`src/rtl/uart_tx_arbiter_if.sv`:
```
`default_nettype none
// ============================================================================
// Module : uart_tx_arbiter_if
// Brief  : Requester / transmitter handshake bundle for uart_tx_arbiter.
// Rev    : 1.0  initial release
// ============================================================================
interface uart_tx_arbiter_if #(
    parameter int NUM_REQ = 4
);
    logic [NUM_REQ-1:0]   i_Req_Valid;
    logic [8*NUM_REQ-1:0] i_Req_Data;
    logic [NUM_REQ-1:0]   o_Req_Ready;
    logic                 o_TX_DV;
    logic [7:0]           o_TX_Byte;
    logic                 i_TX_Done;
    logic [NUM_REQ-1:0]   o_Grant;
    logic                 o_Busy;
    logic                 o_Timeout;

    modport master (
        input  i_Req_Valid, i_Req_Data, i_TX_Done,
        output o_Req_Ready, o_TX_DV, o_TX_Byte, o_Grant, o_Busy, o_Timeout
    );

    modport slave (
        output i_Req_Valid, i_Req_Data, i_TX_Done,
        input  o_Req_Ready, o_TX_DV, o_TX_Byte, o_Grant, o_Busy, o_Timeout
    );
endinterface
`default_nettype wire

```
`src/rtl/uart_tx_arbiter.sv`:
```
`default_nettype none
// ============================================================================
// Module : uart_tx_arbiter
// Brief  : Round-robin sharing of one UART transmitter with a done watchdog.
//          Define UART_ARB_TAG_EN to prefix each byte with tag {4'hA, grant}.
// Rev    : 1.0  initial release
// ============================================================================
module uart_tx_arbiter #(
    parameter int NUM_REQ      = 4,
    parameter int TIMEOUT_CLKS = 1024
) (
    input  logic                 i_Clock,
    input  logic                 i_Rst_L,
    uart_tx_arbiter_if.master    bus
);
    localparam int PTR_W = (NUM_REQ > 1) ? $clog2(NUM_REQ) : 1;
    localparam int CNT_W = (TIMEOUT_CLKS > 1) ? $clog2(TIMEOUT_CLKS) : 1;

    typedef enum logic [2:0] {
        IDLE      = 3'd0,
        ISSUE     = 3'd1,
`ifdef UART_ARB_TAG_EN
        TAG_ISSUE = 3'd3,
        TAG_WAIT  = 3'd4,
`endif
        WAIT_DONE = 3'd2
    } state_t;

    state_t             state_q;
    logic [PTR_W-1:0]   ptr_q;
    logic [PTR_W-1:0]   gidx_q;
    logic [CNT_W-1:0]   wdog_q;
    logic [NUM_REQ-1:0] grant_q;
    logic [NUM_REQ-1:0] ready_q;
    logic [7:0]         tx_byte_q;
    logic               dv_q;
    logic               timeout_q;
`ifdef UART_ARB_TAG_EN
    logic [7:0]         data_q;
`endif

    logic               w_found;
    logic [PTR_W-1:0]   w_sel;
    logic [PTR_W:0]     w_idx;
    logic [NUM_REQ-1:0] w_onehot;
    logic [7:0]         w_sel_byte;
    logic               w_wdog_expired;

    // First valid requester at or after ptr, wrapping past NUM_REQ-1.
    always_comb begin
        w_found = 1'b0;
        w_sel   = '0;
        w_idx   = '0;
        for (int i = 0; i < NUM_REQ; i++) begin
            w_idx = {1'b0, ptr_q} + (PTR_W+1)'(i);
            if (w_idx >= (PTR_W+1)'(NUM_REQ)) begin
                w_idx = w_idx - (PTR_W+1)'(NUM_REQ);
            end
            if (!w_found && bus.i_Req_Valid[w_idx[PTR_W-1:0]]) begin
                w_found = 1'b1;
                w_sel   = w_idx[PTR_W-1:0];
            end
        end
    end

    assign w_onehot       = NUM_REQ'(1) << w_sel;
    assign w_sel_byte     = bus.i_Req_Data[{w_sel, 3'b000} +: 8];
    assign w_wdog_expired = (wdog_q == CNT_W'(TIMEOUT_CLKS - 1));

    always_ff @(posedge i_Clock) begin
        if (!i_Rst_L) begin
            state_q   <= IDLE;
            ptr_q     <= '0;
            gidx_q    <= '0;
            wdog_q    <= '0;
            grant_q   <= '0;
            ready_q   <= '0;
            tx_byte_q <= '0;
            dv_q      <= 1'b0;
            timeout_q <= 1'b0;
`ifdef UART_ARB_TAG_EN
            data_q    <= '0;
`endif
        end else begin
            dv_q    <= 1'b0;
            ready_q <= '0;
            case (state_q)
                IDLE: begin
                    wdog_q <= '0;
                    if (w_found) begin
                        grant_q <= w_onehot;
                        gidx_q  <= w_sel;
                        dv_q    <= 1'b1;
`ifdef UART_ARB_TAG_EN
                        data_q    <= w_sel_byte;
                        tx_byte_q <= {4'hA, 4'(w_sel)};
                        state_q   <= TAG_ISSUE;
`else
                        tx_byte_q <= w_sel_byte;
                        ready_q   <= w_onehot;
                        state_q   <= ISSUE;
`endif
                    end
                end
                ISSUE: begin
                    ptr_q   <= (gidx_q == PTR_W'(NUM_REQ - 1)) ? '0 : gidx_q + 1'b1;
                    wdog_q  <= '0;
                    state_q <= WAIT_DONE;
                end
                WAIT_DONE: begin
                    if (bus.i_TX_Done || w_wdog_expired) begin
                        // A missing done still counts the byte as sent.
                        timeout_q <= timeout_q | ~bus.i_TX_Done;
                        grant_q   <= '0;
                        wdog_q    <= '0;
                        state_q   <= IDLE;
                    end else begin
                        wdog_q <= wdog_q + 1'b1;
                    end
                end
`ifdef UART_ARB_TAG_EN
                TAG_ISSUE: begin
                    wdog_q  <= '0;
                    state_q <= TAG_WAIT;
                end
                TAG_WAIT: begin
                    if (bus.i_TX_Done) begin
                        wdog_q    <= '0;
                        dv_q      <= 1'b1;
                        ready_q   <= grant_q;
                        tx_byte_q <= data_q;
                        state_q   <= ISSUE;
                    end else if (w_wdog_expired) begin
                        timeout_q <= 1'b1;
                        grant_q   <= '0;
                        wdog_q    <= '0;
                        state_q   <= IDLE;
                    end else begin
                        wdog_q <= wdog_q + 1'b1;
                    end
                end
`endif
                default: begin
                    grant_q <= '0;
                    state_q <= IDLE;
                end
            endcase
        end
    end

    assign bus.o_Req_Ready = ready_q;
    assign bus.o_TX_DV     = dv_q;
    assign bus.o_TX_Byte   = tx_byte_q;
    assign bus.o_Grant     = grant_q;
    assign bus.o_Busy      = (state_q != IDLE);
    assign bus.o_Timeout   = timeout_q;

endmodule
`default_nettype wire

```
`src/flat_wrapper.sv`:
```
// flat-port wrapper written by rule: the top's interface ports become plain ports
module uart_tx_arbiter_flat 
#(
    parameter int NUM_REQ      = 4,
    parameter int TIMEOUT_CLKS = 1024
)
  (i_Clock, i_Rst_L, bus_i_Req_Valid, bus_i_Req_Data, bus_i_TX_Done, bus_o_Req_Ready, bus_o_TX_DV, bus_o_TX_Byte, bus_o_Grant, bus_o_Busy, bus_o_Timeout);
  uart_tx_arbiter_if #(.NUM_REQ(NUM_REQ)) bus_i ();
  input  logic i_Clock;
  input  logic i_Rst_L;
  input wire logic [$bits(bus_i.i_Req_Valid)-1:0] bus_i_Req_Valid;
  input wire logic [$bits(bus_i.i_Req_Data)-1:0] bus_i_Req_Data;
  input wire logic [$bits(bus_i.i_TX_Done)-1:0] bus_i_TX_Done;
  output wire logic [$bits(bus_i.o_Req_Ready)-1:0] bus_o_Req_Ready;
  output wire logic [$bits(bus_i.o_TX_DV)-1:0] bus_o_TX_DV;
  output wire logic [$bits(bus_i.o_TX_Byte)-1:0] bus_o_TX_Byte;
  output wire logic [$bits(bus_i.o_Grant)-1:0] bus_o_Grant;
  output wire logic [$bits(bus_i.o_Busy)-1:0] bus_o_Busy;
  output wire logic [$bits(bus_i.o_Timeout)-1:0] bus_o_Timeout;
  assign bus_i.i_Req_Valid = bus_i_Req_Valid;
  assign bus_i.i_Req_Data = bus_i_Req_Data;
  assign bus_i.i_TX_Done = bus_i_TX_Done;
  assign bus_o_Req_Ready = bus_i.o_Req_Ready;
  assign bus_o_TX_DV = bus_i.o_TX_DV;
  assign bus_o_TX_Byte = bus_i.o_TX_Byte;
  assign bus_o_Grant = bus_i.o_Grant;
  assign bus_o_Busy = bus_i.o_Busy;
  assign bus_o_Timeout = bus_i.o_Timeout;
  uart_tx_arbiter #(.NUM_REQ(NUM_REQ), .TIMEOUT_CLKS(TIMEOUT_CLKS)) u_core (.i_Clock(i_Clock), .i_Rst_L(i_Rst_L), .bus(bus_i));
endmodule
```
`config.mk`:
```
export PLATFORM = sky130hd
export DESIGN_NAME = uart_tx_arbiter_flat
export DESIGN_NICKNAME = d
export VERILOG_FILES = /design/src/rtl/uart_tx_arbiter_if.sv /design/src/rtl/uart_tx_arbiter.sv /design/src/flat_wrapper.sv
export SDC_FILE = /design/constraint.sdc
export NUM_CORES = 1
export LEC_CHECK = 0
export ABC_AREA = 1
export ABC_CLOCK_PERIOD_IN_PS = 3400
export CELL_PAD_IN_SITES_DETAIL_PLACEMENT = 0
export CELL_PAD_IN_SITES_GLOBAL_PLACEMENT = 1
export CORE_ASPECT_RATIO = 1.4
export CORE_MARGIN = 1
export CORE_UTILIZATION = 35
export DETAILED_ROUTE_END_ITERATION = 16
export HOLD_SLACK_MARGIN = 0.05
export PLACE_DENSITY_LB_ADDON = 0.1
export SYNTH_ARGS = -nofsm -noshare
export SYNTH_HDL_FRONTEND = slang
export SYNTH_SLANG_ARGS = --single-unit
```
`constraint.sdc`:
```
create_clock -name i_Clock -period 3.4 [get_ports i_Clock]
set_input_delay 0.34 -clock i_Clock [delete_from_list [all_inputs] [get_ports i_Clock]]
set_output_delay 0.34 -clock i_Clock [all_outputs]
set_load 0.005 [all_outputs]
```
==> results of run 1 <==
-- flip-flops by register name (all words and copies together) (netlist names) --
signal,count
u_core.bus.o_Grant,4
u_core.bus.o_Req_Ready,4
u_core.state_q,2
u_core.ptr_q,2
u_core.bus.o_TX_DV,1
u_core.gidx_q,2
u_core.wdog_q,10
u_core.bus.o_Timeout,1
u_core.bus.o_TX_Byte,8
-- metal layers --
layer | wire [µm] | part of all wire | GRT usage | vias to the layer above
li1 | - | - | - | 1086
met1 | 2160 | 0.43 | 0.196 | 874
met2 | 2590 | 0.52 | 0.314 | 50
met3 | 167 | 0.033 | 0.0302 | 7
met4 | 100 | 0.020 | 0.0725 | 0
met5 | 0 | 0 | 0 | -
-- through the flow --
| step | setup WS, ps | hold WS (ps) |
|---|---|---|
| floorplan | 1690 | 457 |
| global placement | 1030 | 460 |
| detailed placement | 1020 | 464 |
| CTS | 1040 | 475 |
| global route | 812 | 499 |
| finish | 1090 | 470 |
-- logic make-up (layout without fill, tap and decap cells) --
group	after synthesis	after routing	share of synthesized area
compound gates	43	43	0.123
fa+ha+maj	2	2	0.0125
buf+inv	32	88	0.0814
flops	34	34	0.341
simple gates	184	184	0.433
xor+xnor	2	2	0.00877
-- where the power goes --
group	internal, mW	total [mW]	switching [mW]
Clock	0.163	0.312	0.149
Sequential	0.495	0.569	0.0737
Combinational	0.441	1.12	0.679
Total	1.10	2.00	0.902
-- worst min-delay path, stage by stage, from the launching register on --
cell and delay, ps:
dfxtp_1 310, nand2_1 60, a21oi_1 50
-- cells in the final DEF, fill, tap and decap left out, types with 3 or more instances in the layout --
cell             count
nand2_2              7
nand3_2              4
nor2_4               3
a21oi_1             15
nor3_1               5
o21ai_1              4
nand4_1              4
clkbuf_8             6
dfxtp_1             34
clkdlybuf4s50_1     57
nand2_1             92
inv_1               18
nand3_1             34
nand2_4              3
nor2_1              27
o21ai_0             15
-- area by class of cell --
type | count | area share
multi-input combinational | 231 | 0.431
tap | 68 | 0.0318
clock buffer | 6 | 0.0308
sequential | 34 | 0.254
clock inverter | 2 | 0.00467
timing repair buffer | 58 | 0.216
inverter | 22 | 0.0318
-- final timing paths --
path	to
setup / recovery	u_core.bus.o_Grant[2]
hold / removal	u_core.bus.o_Grant[3]
setup reg to reg	u_core.bus.o_Grant[2]
hold reg to reg	u_core.bus.o_Grant[3]
==> impl_metrics.toml, run 1 <==
[power]
leakage_nw = 1.13
fin_total_pwr_mw = 2.00
power.density_nw_per_um2 = 747
peakVddDrop_mv = 0.596

[min_path]
worst_hold_path_type = "flip-flop to flip-flop"
whs_path_depth = 2
min_from = "u_core.bus.o_Grant[3]"

[critical_path]
crit_chain = "inv_4 -> nand2_1 -> nand2_1 -> nand2_2 -> nand2_4 -> nor2_8 -> nand2_1 -> o21ai_1 -> inv_2 -> nand2_1 -> nor2_2 -> a31o_1"
r2r_setup_slack_ps = 1090
slowest_stage = "dfxtp_1"
crit_arrival_ps = 2490
reg2reg_depth = 12
worst-path-buf-inv = 2
path_delay_family = "simple AND/OR/NAND/NOR gates"
crit_top_cell = "nand2_1"
startpoint_type = "flip-flop"
critPathCaptureType = "flip-flop"
critical_path.startpoint = "u_core.ptr_q[0]"
timing.rr.start = "u_core.ptr_q[0]"
worstSetupPathType = "flip-flop to flip-flop"
path_max_fanout = 24
cp.depth = 12
required_ps = 3580
cp_slowest_stage_delay_ps = 690

[clocking]
clock_path_buffers = 2
htreeDepth = 2
clk_latency_ps = 290
cts_setup_buffers = 0
ctsResizeCount = 0
cts_tree = "yes"
clk_pin_slew_ps = 70
numCtsBuffers = 5
cts_hold_buffers = 0
cts-root-buf = "clkbuf_8"
cts_sinks = 34

[synth]
synth_cells = 297
synth-main-ff-cell = "dfxtp_1"
ys.warnings.count = 0
ys_seq_elements = 34
syn_area_um2 = 2000
syn-num-nets = 338
yosys.area.top_type = "dfxtp_1"
synth_edf_count = 0
syn_avg_cell_area_um2 = 6.73
netlist_top_cells_area = "dfxtp_1, nand2_1, nand3_1"
synth_commonest_cells = "nand2_1, dfxtp_1, nand3_1"
synth_cell_types = 35
ys_seq_area_frac = 0.341
ys_async_sr_fraction = 0
synth.top_cell.area_share = 0.341
yosysMostFrequentCell = "nand2_1"

[die]
die_h_um = 91.4
core_region_area_um2 = 5530
std_cell_rows = 32
die-width_um = 65.9
dieArea_um2 = 6020
start_util = 0.362
io_pins = 58

[global_routing]
grt_use_total = 0.175
grt_pass1_wl_um = 8050
grt_pass1_vias = 1789
antenna_found_initial = 0
grt_overflow_total = 0
grt_max_degree = 25

[finish]
multi_input_area_um2 = 1150
diodes = 0
regArea_um2 = 681
layout-drive-gt1-share = 0.0992
layout.cells.non_filler = 421
final_core_util = 0.485
nets = 393
fillers = 581
stdcell_area_um2 = 2680
synthToLayoutAreaGrowth_pct = 34.1

[routing]
firstDrtPassIters = 4
drt-initial-drc-count = 58
vias_per_cell = 4.79
wire_per_inst_um = 11.9
drt-total-wl_um = 5020
ant_nets = 0
drc = 0
vias = 2017

[sta]
fin_setup_tns_ps = 0
final.min_clock_period_ps = 2310
grt_setup_unrepaired = "no"
fmax_mhz = 433
finalSetupViolCount = 0
slew_violations = 0
hold_violations = 0
tightest_slew_ps = 576
fin_skew_ps = 9.62
slew_headroom = 0.615
fin_crit_sh = 0.680

[place]
dp_hpwl_um = 3820
portBuffers = 57
gp_congestion = 0.805
dpl-instance-area_um2 = 2580
placed_cells_incl_taps = 413

[status]
status = "complete, no violations"

[run]
cap_violations = 0
No activity file was read; power rests on OpenSTA's default activity.
==> inputs of run 2 (changes only) <==
ABC_CLOCK_PERIOD_IN_PS = 2200   (was 3400)
CORE_UTILIZATION = 33   (was 35)
clock period = 2.2 ns   (was 3.4 ns; I/O delays follow)
==> impl_metrics.toml, run 2 (synthesized netlist as in run 1, its figures left out) <==
[global_routing]
grt_pass1_vias = 1857
grt_max_degree = 24
grt_use_total = 0.174
grt_pass1_wl_um = 8340
antenna_found_initial = 0
grt_overflow_total = 0

[power]
leakage_nw = 1.20
power.density_nw_per_um2 = 1240
peakVddDrop_mv = 0.811
fin_total_pwr_mw = 3.49

[routing]
wl_met3_um = 184
wire_per_inst_um = 12.2
firstDrtPassIters = 4
drc = 0
drt-initial-drc-count = 63
ant_nets = 0
drt-total-wl_um = 5260
drt-met1-wl_um = 2270
vias_per_cell = 4.83
met2_length_um = 2740
vias = 2080
highest_layer = "met4"

[sta]
finalSetupViolCount = 0
final.min_clock_period_ps = 1980
slew_headroom = 0.710
hold_violations = 0
grt_setup_unrepaired = "no"
fin_setup_tns_ps = 0
fmax_mhz = 504
fin_skew_ps = 6.83
timing.final.ws_setup_ps = 216
fin_crit_sh = 0.902
tightest_slew_ps = 431
slew_violations = 0

[die]
die-width_um = 67.8
core_region_area_um2 = 5860
std_cell_rows = 33
die_h_um = 94.1
dieArea_um2 = 6370
io_pins = 58
start_util = 0.341

[finish]
fillers = 616
multi_input_area_um2 = 1150
layout_commonest_cell = "nand2_1"
layout-drive-gt1-share = 0.119
largest_reg_flops = 10
final_cell_mix = "nand2_1, clkdlybuf4s50_1, nand3_1, dfxtp_1, nor2_1"
regArea_um2 = 681
final_core_util = 0.479
layout.cells.non_filler = 431
largest_register = "u_core.wdog_q"
diodes = 0
nets = 401
synthToLayoutAreaGrowth_pct = 40.6

[critical_path]
cp_slowest_stage_delay_ps = 330
critPathCaptureType = "flip-flop"
cp.depth = 13
reg2reg_depth = 13
required_ps = 2390
startpoint_type = "flip-flop"
r2r_setup_slack_ps = 220
slowest_stage = "dfxtp_1"
path_max_fanout = 19
reg2reg_to = "u_core.bus.o_Grant[2]"
crit_chain = "buf_12 -> inv_4 -> nand2_1 -> nand3_1 -> nand2_4 -> nor2_8 -> nand3_2 -> nand2_2 -> nand2_4 -> buf_4 -> nand2_2 -> nor2_2 -> a31o_1"
worst-path-buf-inv = 3
worstSetupPathType = "flip-flop to flip-flop"
timing.rr.start = "u_core.ptr_q[0]"
path_delay_family = "simple AND/OR/NAND/NOR gates"
crit_arrival_ps = 2180

[min_path]
min_to = "u_core.bus.o_Timeout"
min_from = "u_core.bus.o_Timeout"
worst_hold_path_type = "flip-flop to flip-flop"
whs_path_depth = 2

[clocking]
cts-root-buf = "clkbuf_8"
clk_pin_slew_ps = 70
cts_hold_buffers = 0
htreeDepth = 2
cts_sinks = 34
cts_tree = "yes"
clock_path_buffers = 2
numCtsBuffers = 5
cts_setup_buffers = 0
clk_latency_ps = 290
ctsResizeCount = 0

[status]
status = "complete, no violations"

[place]
dp_hpwl_um = 4010
portBuffers = 57
place_ws_ps = 49.7
placed_cells_incl_taps = 423
gp_congestion = 0.792

[run]
cap_violations = 0
run 2: worst max path at each step:
stage	from	to	slack [ps]
5_1_grt	u_core.ptr_q[0]	u_core.bus.o_TX_Byte[1]	40
2_1_floorplan	u_core.ptr_q[1]	u_core.bus.o_TX_Byte[2]	490
3_3_place_gp	bus_i_Req_Valid[0]	u_core.bus.o_TX_Byte[5]	70
6_report	u_core.ptr_q[0]	u_core.bus.o_Grant[2]	220
4_1_cts	u_core.ptr_q[0]	u_core.bus.o_Grant[2]	210
3_5_place_dp	bus_i_Req_Valid[0]	u_core.bus.o_Grant[2]	50
run 2: where the power goes:
group	switching, mW	internal (mW)
clock network	0.247	0.454
logic	1.12	0.822
registers	0.0869	0.766
total	1.45	2.04
run 2: area by class of cell:
class	count	area share
inverter	22	0.0303
multi-input combinational	231	0.411
clock buffer	5	0.0245
sequential	34	0.242
clock inverter	3	0.0245
timing repair buffer	66	0.236
tap	70	0.0312
run 2: layer usage:
layer / vias up / track usage
li1: 1100 / -
met3: 5 / 0.0364
met1: 928 / 0.198
met4: 0 / 0.0585
met2: 47 / 0.311
met5: - / 0
run 2: worst min-delay path: stages (launching register included):
cell and delay (ps):
dfxtp_1 340, a41oi_1 50, nor2_1 70
run 2: stage by stage:
stage / hold WS [ps] / cell area [µm²]
after floorplan: 358 / 2000
after global placement: 473 / 2670
after detailed placement: 477 / 2670
after CTS: 488 / 2810
after global routing: 512 / 2810
final: 490 / 2810
